===== src/rtl/ir_led_ctrl_pkg.sv =====
// Shared types and helpers for the IR LED pad sequencer.
// The soft-start mask is used only when IR_SOFT_START_EN is defined.
package ir_led_pkg;

    typedef enum logic [1:0] {
        ST_IDLE  = 2'd0,
        ST_MARK  = 2'd1,
        ST_SPACE = 2'd2,
        ST_END   = 2'd3
    } ir_state_e;

    localparam int IR_DRV_W = 10;

    // Mask enabling the low k+1 sink bits; saturates to all ones for large k.
    function automatic logic [31:0] soft_mask(input logic [15:0] k);
        if (k >= 16'd31) begin
            soft_mask = '1;
        end else begin
            soft_mask = (32'd1 << (k + 16'd1)) - 32'd1;
        end
    endfunction

endpackage


===== src/rtl/ir_led_ctrl_carrier.sv =====
// Carrier phase counter: wraps 0..P-1 (P=0 behaves as P=1), flags the last
// phase of each period and predicts the high/low level for the next cycle.
module ir_carrier_gen #(
    parameter int CNT_W = 16
) (
    input  logic             clk,
    input  logic             rst_n,
    input  logic             en_i,
    input  logic             clr_i,
    input  logic [CNT_W-1:0] period_i,
    input  logic [CNT_W-1:0] high_i,
    output logic             strobe_o,
    output logic             hi_next_o
);

    logic [CNT_W-1:0] phase_q;
    logic [CNT_W-1:0] phase_d;
    logic [CNT_W-1:0] last_phase;

    always_comb begin
        last_phase = (period_i == '0) ? '0 : period_i - CNT_W'(1);
        strobe_o   = en_i && (phase_q == last_phase);
        phase_d    = phase_q;
        if (clr_i) begin
            phase_d = '0;
        end else if (en_i) begin
            phase_d = strobe_o ? '0 : phase_q + CNT_W'(1);
        end
        // Registered ir_pwm is derived from the phase the next cycle will show.
        hi_next_o = (phase_d < high_i);
    end

    always_ff @(posedge clk or negedge rst_n) begin
        if (!rst_n) begin
            phase_q <= '0;
        end else begin
            phase_q <= phase_d;
        end
    end

endmodule


===== src/rtl/ir_led_ctrl.sv =====
// IR LED current-sink sequencer: mark/space burst trains on ir_pwm/cbit_ir.
// Optional build macro IR_SOFT_START_EN ramps cbit_ir during each mark.
module ir_led_ctrl
    import ir_led_pkg::*;
#(
    parameter int CNT_W   = 16,
    parameter int BURST_W = 12,
    parameter int RPT_W   = 8,
    parameter int DRV_W   = IR_DRV_W
) (
    input  logic               clk,
    input  logic               rst_n,
    input  logic               start,
    input  logic               stop,
    input  logic               poc,
    input  logic [CNT_W-1:0]   cfg_period,
    input  logic [CNT_W-1:0]   cfg_high,
    input  logic [BURST_W-1:0] cfg_mark,
    input  logic [BURST_W-1:0] cfg_space,
    input  logic [RPT_W-1:0]   cfg_repeat,
    input  logic [DRV_W-1:0]   cfg_drive,
    output logic               busy,
    output logic               done,
    output logic               aborted,
    output logic               ir_pwm,
    output logic [DRV_W-1:0]   cbit_ir
);

    ir_state_e state_q, state_d;
    logic [BURST_W-1:0] cnt_q, cnt_d;
    logic [RPT_W-1:0]   rpt_q, rpt_d;
    logic               abort_d;

    logic [CNT_W-1:0]   period_q, high_q;
    logic [BURST_W-1:0] mark_q, space_q;
    logic [RPT_W-1:0]   repeat_q;
    logic [DRV_W-1:0]   drive_q;

    logic [CNT_W-1:0]   period_e, high_e;
    logic [BURST_W-1:0] mark_e, space_e;
    logic [RPT_W-1:0]   repeat_e;
    logic [DRV_W-1:0]   drive_e;

    logic idle, running, strobe, hi_next;
    logic active_d, pwm_d;
    logic [DRV_W-1:0] drive_d, cbit_d;

    logic busy_q, done_q, aborted_q, pwm_q;
    logic [DRV_W-1:0] cbit_q;

    assign idle    = (state_q == ST_IDLE);
    assign running = (state_q == ST_MARK) || (state_q == ST_SPACE);

    // While idle the live config drives decisions so the first train cycle
    // already reflects it; afterwards only the snapshot taken at start counts.
    assign period_e = idle ? cfg_period : period_q;
    assign high_e   = idle ? cfg_high   : high_q;
    assign mark_e   = idle ? cfg_mark   : mark_q;
    assign space_e  = idle ? cfg_space  : space_q;
    assign repeat_e = idle ? cfg_repeat : repeat_q;
    assign drive_e  = idle ? cfg_drive  : drive_q;

    always_ff @(posedge clk) begin
        if (idle) begin
            period_q <= cfg_period;
            high_q   <= cfg_high;
            mark_q   <= cfg_mark;
            space_q  <= cfg_space;
            repeat_q <= cfg_repeat;
            drive_q  <= cfg_drive;
        end
    end

    ir_carrier_gen #(
        .CNT_W (CNT_W)
    ) u_carrier (
        .clk       (clk),
        .rst_n     (rst_n),
        .en_i      (running),
        .clr_i     (!running),
        .period_i  (period_e),
        .high_i    (high_e),
        .strobe_o  (strobe),
        .hi_next_o (hi_next)
    );

    always_comb begin
        state_d = state_q;
        cnt_d   = cnt_q;
        rpt_d   = rpt_q;
        abort_d = 1'b0;
        unique case (state_q)
            ST_IDLE: begin
                cnt_d = '0;
                rpt_d = '0;
                if (start && !poc) begin
                    state_d = (mark_e == '0) ? ST_END : ST_MARK;
                end
            end
            ST_MARK: begin
                if (poc || stop) begin
                    state_d = ST_END;
                    abort_d = 1'b1;
                end else if (strobe) begin
                    if ((cnt_q + BURST_W'(1)) == mark_e) begin
                        cnt_d = '0;
                        if (space_e != '0) begin
                            state_d = ST_SPACE;
                        end else if (rpt_q == repeat_e) begin
                            state_d = ST_END;
                        end else begin
                            rpt_d = rpt_q + RPT_W'(1);
                        end
                    end else begin
                        cnt_d = cnt_q + BURST_W'(1);
                    end
                end
            end
            ST_SPACE: begin
                if (poc || stop) begin
                    state_d = ST_END;
                    abort_d = 1'b1;
                end else if (strobe) begin
                    if ((cnt_q + BURST_W'(1)) == space_e) begin
                        cnt_d = '0;
                        if (rpt_q == repeat_e) begin
                            state_d = ST_END;
                        end else begin
                            state_d = ST_MARK;
                            rpt_d   = rpt_q + RPT_W'(1);
                        end
                    end else begin
                        cnt_d = cnt_q + BURST_W'(1);
                    end
                end
            end
            ST_END: begin
                state_d = ST_IDLE;
                cnt_d   = '0;
                rpt_d   = '0;
            end
            default: state_d = ST_IDLE;
        endcase
    end

    always_comb begin
        active_d = (state_d == ST_MARK) || (state_d == ST_SPACE);
        pwm_d    = (state_d == ST_MARK) && hi_next;
`ifdef IR_SOFT_START_EN
        // cnt_d is the index of the carrier period the next mark cycle is in.
        drive_d  = (state_d == ST_MARK) ?
                   (drive_e & DRV_W'(soft_mask(16'(cnt_d)))) : drive_e;
`else
        drive_d  = drive_e;
`endif
        cbit_d   = active_d ? drive_d : '0;
    end

    always_ff @(posedge clk or negedge rst_n) begin
        if (!rst_n) begin
            state_q   <= ST_IDLE;
            cnt_q     <= '0;
            rpt_q     <= '0;
            busy_q    <= 1'b0;
            done_q    <= 1'b0;
            aborted_q <= 1'b0;
            pwm_q     <= 1'b0;
            cbit_q    <= '0;
        end else begin
            state_q   <= state_d;
            cnt_q     <= cnt_d;
            rpt_q     <= rpt_d;
            busy_q    <= active_d;
            done_q    <= (state_d == ST_END);
            aborted_q <= abort_d;
            pwm_q     <= pwm_d;
            cbit_q    <= cbit_d;
        end
    end

    assign busy    = busy_q;
    assign done    = done_q;
    assign aborted = aborted_q;
    assign ir_pwm  = pwm_q;
    assign cbit_ir = cbit_q;

endmodule

===== config.mk =====
export PLATFORM = sky130hd
export DESIGN_NAME = ir_led_ctrl
export DESIGN_NICKNAME = d
export VERILOG_FILES = /design/src/rtl/ir_led_ctrl_pkg.sv /design/src/rtl/ir_led_ctrl_carrier.sv /design/src/rtl/ir_led_ctrl.sv
export SDC_FILE = /design/constraint.sdc
export NUM_CORES = 1
export LEC_CHECK = 0
export ABC_AREA = 1
export CORE_MARGIN = 3
export CORE_UTILIZATION = 58
export CTS_BUF_LIST = sky130_fd_sc_hd__clkbuf_2 sky130_fd_sc_hd__clkbuf_4 sky130_fd_sc_hd__clkbuf_8
export DETAILED_ROUTE_END_ITERATION = 8
export PLACE_DENSITY = 0.83
export SLEW_MARGIN = 20
export SYNTH_ARGS = -nofsm -noshare
export SYNTH_HDL_FRONTEND = slang
export SYNTH_HIERARCHICAL = 1
export SYNTH_SLANG_ARGS = --single-unit

===== constraint.sdc =====
create_clock -name clk -period 6.35 [get_ports clk]
set_input_delay 0.635 -clock clk [delete_from_list [all_inputs] [get_ports clk]]
set_output_delay 0.635 -clock clk [all_outputs]
set_load 0.02 [all_outputs]

# [Yosys cells after proc, flatten, opt, wreduce, memory -nomap -nowiden]
# Index checks and enable logic that the tools add are counted.
# W data, S select, Z words.
[classes] n_addsub=4 order_cmp=1 eq_ne=17 muxes=40 reduce_logical=15
[op_table] op="$mux W12" n=8
[op_table] op="$mux W16" n=5
[op_table] op="$mux W8" n=9
[op_table] op="$pmux W12 S3" n=1
[op_table] op="$eq A12 B12 Y1" n=2
[op_table] op="$pmux W8 S3" n=1
[op_table] op="$mux W2" n=11
[op_table] op="$mux W10" n=2
[op_table] op="$add A16 B1 Y16 const B" n=1
[op_table] op="$eq A16 B16 Y1" n=1
[op_table] op="$logic_not A16 Y1" n=1
[op_table] op="$lt A16 B16 Y1" n=1
[op_table] op="$sub A16 B1 Y16 const B" n=1
[op_table] op="$add A12 B1 Y12 const B" n=1
[op_table] op="$logic_not A12 Y1" n=1
[op_table] op="$reduce_bool A12 Y1" n=1
[op_table] op="$ne A2 B2 Y1 const B" n=5
[op_table] op="$add A8 B1 Y8 const B" n=1
[op_table] op="$eq A2 B2 Y1 const B" n=4
[op_table] op="$eq A8 B8 Y1" n=1
[op_table] op="$pmux W2 S4" n=1
[op_table] op="$reduce_and A7 Y1" n=1
[op_table] op="$eq A2 B1 Y1 const B" n=2
[op_table] op="$ne A2 B1 Y1 const B" n=2
[op_table] op="other kinds (7)" n=13
[word_totals] register_bits=126 out_inout_bits=14

# [Logic depth before layout (Yosys ltp)]
[depth] depth_word=12 ltp_mapped=35 ltp_nobuf=30

# [Cells and area by module]
# The synthesis kept the hierarchy.
[by_module_without_submodules] module="ir_led_ctrl" instances=1 cells_each=693 area_per_inst_um2=5061.1
[by_module_without_submodules] module="ir_carrier_gen" instances=1 cells_each=323 area_per_inst_um2=2028.2

# [Worst setup path before layout]
# Ideal clock, no wire load.
[synth_path] path_type="reg-to-reg" start="register state_q[0]" end="register pwm_q, in the netlist ir_pwm" setup_time_ns=0.063 t_arrival_ns=4.407 required_ns=6.287 slack_ns=1.880 path_stages_with_launch=32 n_path_buf=6 cell_sequence="dfrtp_1 > inv_1 > ha_1 > inv_2 > buf_2 > clkbuf_1 > buf_1 > nand2_1 > nand2_1 > inv_1 > ha_1 > nand2_2 > nor2_4 > nand2_4 > buf_6 > nand3_1 > xor2_1 > nand2_1 > nor2_1 > and2_4 > or2_1 > buf_6 > buf_6 > nor2_1 > ha_1 > a21oi_1 > nor2_1 > a211oi_1 > o221ai_1 > a21oi_2 > nand2_1 > inv_1"
[synth_rtl] element="start, declared" line="ir_led_ctrl.sv:29" text="ir_state_e state_q, state_d;"
[synth_rtl] element="start signal, assigned" line="ir_led_ctrl.sv:170" text="state_q <= state_d;"
[synth_rtl] element="$logic_not A2 Y1 *" line="ir_led_ctrl.sv:51" text="assign idle = (state_q == ST_IDLE);"
[synth_rtl] element="$mux W16 *"
[synth_rtl] element="via period_e[0]" line="ir_led_ctrl.sv:39" text="logic [CNT_W-1:0] period_e, high_e;"
[synth_rtl] element="$sub A16 B1 Y16 / $logic_not A16 Y1 (equally long branches)" line="ir_led_ctrl_carrier.sv:21" text="last_phase = (period_i == '0) ? '0 : period_i - CNT_W'(1);"
[synth_rtl] element="$mux W16 *" line="ir_led_ctrl_carrier.sv:21"
[synth_rtl] element="$eq A16 B16 Y1 *" line="ir_led_ctrl_carrier.sv:22" text="strobe_o = en_i && (phase_q == last_phase);"
[synth_rtl] element="$logic_and A1 B1 Y1 *" line="ir_led_ctrl_carrier.sv:22"
[synth_rtl] element="via strobe" line="ir_led_ctrl.sv:44" text="logic idle, running, strobe, hi_next;"
[synth_rtl] element="$mux W16 *" line="ir_led_ctrl_carrier.sv:27" text="phase_d = strobe_o ? '0 : phase_q + CNT_W'(1);"
[synth_rtl] element="$mux W16 *" line="ir_led_ctrl_carrier.sv:24" text="if (clr_i) begin"
[synth_rtl] element="via u_carrier.phase_d[9]" line="ir_led_ctrl_carrier.sv:17" text="logic [CNT_W-1:0] phase_d;"
[synth_rtl] element="$lt A16 B16 Y1 *" line="ir_led_ctrl_carrier.sv:30" text="hi_next_o = (phase_d < high_i);"
[synth_rtl] element="via hi_next" line="ir_led_ctrl.sv:44"
[synth_rtl] element="$logic_and A1 B1 Y1 *" line="ir_led_ctrl.sv:148" text="pwm_d = (state_d == ST_MARK) && hi_next;"
[synth_rtl] element="via pwm_d" line="ir_led_ctrl.sv:45" text="logic active_d, pwm_d;"
[synth_rtl] element="end signal, assigned" line="ir_led_ctrl.sv:176" text="pwm_q <= pwm_d;"
[synth_rtl] element="end, declared" line="ir_led_ctrl.sv:48" text="logic busy_q, done_q, aborted_q, pwm_q;"
# The timed path passes the listed nets; every way through them passes the cells marked *.
# A chain may end at the register's enable or synchronous reset.

# [Worst setup path after layout]
# Ends and elaborated chain as after synthesis.

==> qor.yml <==
logic_synthesis:
  synth_common_cells: "nand2_1 (406), inv_1 (104), nand3_1 (83)"
  netlist_top_cells_area: "nand2_1 (21%), dfxtp_1 (21%), dfrtp_1 (18%), nand3_1 (5.9%), inv_1 (5.5%)"
  ys_ff_latch: 126
  syn_inst: 1016
  async_reset_ff_frac: 0.413
  synth_flop_cell: "dfxtp_1"
  synth_top_area_frac: 0.215
  avgSynthCellArea_um2: 6.98
  synth_most_common_cell: "nand2_1"
  yosysUniqueCellTypes: 48
  syn_area_mm2: 0.00709
  yosys.area.top_type: "nand2_1"
  synth_edf_count: 0
  syn-num-nets: 1119
  ys_warn_count: 6
  yosysSeqAreaShare: 0.393
cells_and_area:
  diodes: 0
  fin_cells: 1264
  nNetsFinal: 1211
  regArea_mm2: 0.00278
  drive_gt1_frac: 0.0758
  design_area_mm2: 0.00851
  fin_util: 0.730
  fillCellCount: 943
  multiInputGateArea_mm2: 0.00377
  area_delta_synth_final_pct: 20.0
sta:
  final_max_slew_viol_count: 0
  setup_ws_ps: 1140
  hold_viol_final: 0
  rsz0062_at_grt: "no"
  fin_crit_sh: 0.820
  relSlewSlack: 0.483
  period_minus_slack_ps: 5210
  max_freq_mhz: 192
  hold-worst-slack_ps: 315
  finalSetupViolCount: 0
  skew_ps: 11.9
  tightest_slew_ps: 770
  finalSetupTns_ps: 0
grt:
  grt_max_degree: 71
  grt_pass1_wl_mm: 28.4
  first_global_vias: 6037
  gr-total-overflow: 0
  grt_usage: 0.262
  antenna_found_initial: 0
clocking:
  ctsResizeCount: 0
  clkSinkCount: 126
  clk_latency_ps: 440
  postCtsSetupRepairBufs: 0
  clk_pin_slew_ps: 80
  cts_root_buf: "clkbuf_8"
  cts_buffers: 17
  cts_max_level: 4
  cts_tree: "done"
  cts_buffer_depth: 2
  cts_hold_buf: 0
floorplan:
  core_region_area_mm2: 0.0117
  rows: 39
  fp.dieW_um: 117
  ioPinCount: 93
  die_area_mm2: 0.0136
  die_h_um: 117
  start_util: 0.608
placed_design:
  dp.cells: 1232
  place_area_mm2: 0.00808
  post-dp-hpwl_mm: 12.4
  pre_cts_ws_ps: 1270
  place.gp.congestion: 1.00
  port_buffers: 92
hold_path:
  hold_path.class: "in -> async"
detailed_routing:
  drtIter0Drc: 441
  post-route-drc-count: 0
  first_pass_iters: 5
  drt_wl_total_mm: 16.9
  via_count: 6532
  antenna_left: 0
  vias_per_cell: 5.17
  wl_per_cell_um: 13.4
status:
  outcome: "finished, final reports clean"
power_and_ir_drop:
  powerDensity_mw_per_mm2: 497
  vdd_drop_max_v: 0.000317
  leakage_nw: 4.19
  power_mw: 4.23
critical_path:
  cp_max_fo: 35
  critPathLaunch: "state_q[0]"
  r2r_end: "ir_pwm"
  r2r_setup_slack_ps: 1140
  critPathRequiredTime_ps: 6730
  startpoint_type: "register"
  rr_worst_depth: 28
  critPathKind: "reg -> reg"
  r2r_start: "state_q[0]"
  cp_slowest_cell: "or2_1"
  arrival_ps: 5590
  cpMostUsedCell: "nand2_1"
  critPathMaxStageDelay_ps: 500
  end_kind: "register"
job:
  max_cap_violations: 0
-- area by class of cell --
class,instances,share of cell area
clock inverters,15,0.0235
repair buffers,95,0.110
clock buffers,17,0.0275
well taps,143,0.0210
flip-flops and latches,126,0.327
inverters,108,0.0476
multi-input cells,760,0.443
-- how the worst max path moves through the flow --
stage                     cells after the start  endpoint  slack [ps]
after floorplan                              31    ir_pwm        1880
after global placement                       27    ir_pwm        1430
after detailed placement                     26    ir_pwm        1270
after CTS                                    28    ir_pwm        1120
after global routing                         28    ir_pwm         540
final                                        28    ir_pwm        1140
-- critical path: cells and delay by family (launching register included) --
family,cells,cell delay [ps]
and+or+nand+nor,17,2280
adders and majority gates,3,1030
AOI/OAI and AO/OA,4,710
buffers and inverters,4,710
DFF,1,420
-- power by group --
group	switching [mW]	internal (mW)	total (mW)
Sequential	0.105	1.11	1.21
Combinational	1.52	0.729	2.25
Clock	0.363	0.403	0.766
-- state kept, by name (all words and copies together), names as in the netlist, 10 cells and up --
signal,cells
cbit_ir,10
high_q,16
space_q,12
period_q,16
cnt_q,12
mark_q,12
drive_q,10
u_carrier/phase_q,16
-- routing by layer --
layer / global-route usage / up-vias / part of all wire
met5: 0 / - / 0
met4: 0.0810 / 0 / 0.014
met3: 0.0477 / 19 / 0.058
met2: 0.425 / 189 / 0.45
met1: 0.359 / 2922 / 0.48
li1: - / 3402 / -
-- cells in the final DEF, fill, tap and decap left out, types with 2 or more instances in the layout --
cell type        count
nand2_1            406
inv_1              104
clkdlybuf4s50_1     91
nand3_1             83
dfxtp_1             74
nor2_1              71
dfrtp_1             52
a21oi_1             24
ha_1                23
xor2_1              21
nand4_1             17
clkbuf_8            17
nand2_2             13
o21ai_0             11
nor3_1              11
o21ai_1             11
nand3b_1             9
xnor2_1              7
nor2_2               6
nor2_4               6
inv_6                5
nor3_2               4
nor4_1               3
nand2_4              3
nor3b_1              3
o22ai_1              3
inv_2                3
bufinv_16            3
inv_8                3
buf_4                3
or2_2                2
a21oi_2              2
or2_1                2
clkinv_4             2
clkinvlp_4           2
a31oi_1              2
a221oi_2             2
a211oi_1             2
-- cells by family (layout without fill, tap and decap cells) --
family          after synthesis  after routing  share of synthesized area
compound gates               63             63                     0.0549
xor+xnor                     28             28                     0.0346
fa+ha+maj                    24             24                     0.0424
buf+inv                     130            235                     0.0761
flops                       126            126                      0.393
simple gates                645            645                      0.400
Power figures use the tool's default switching activity.
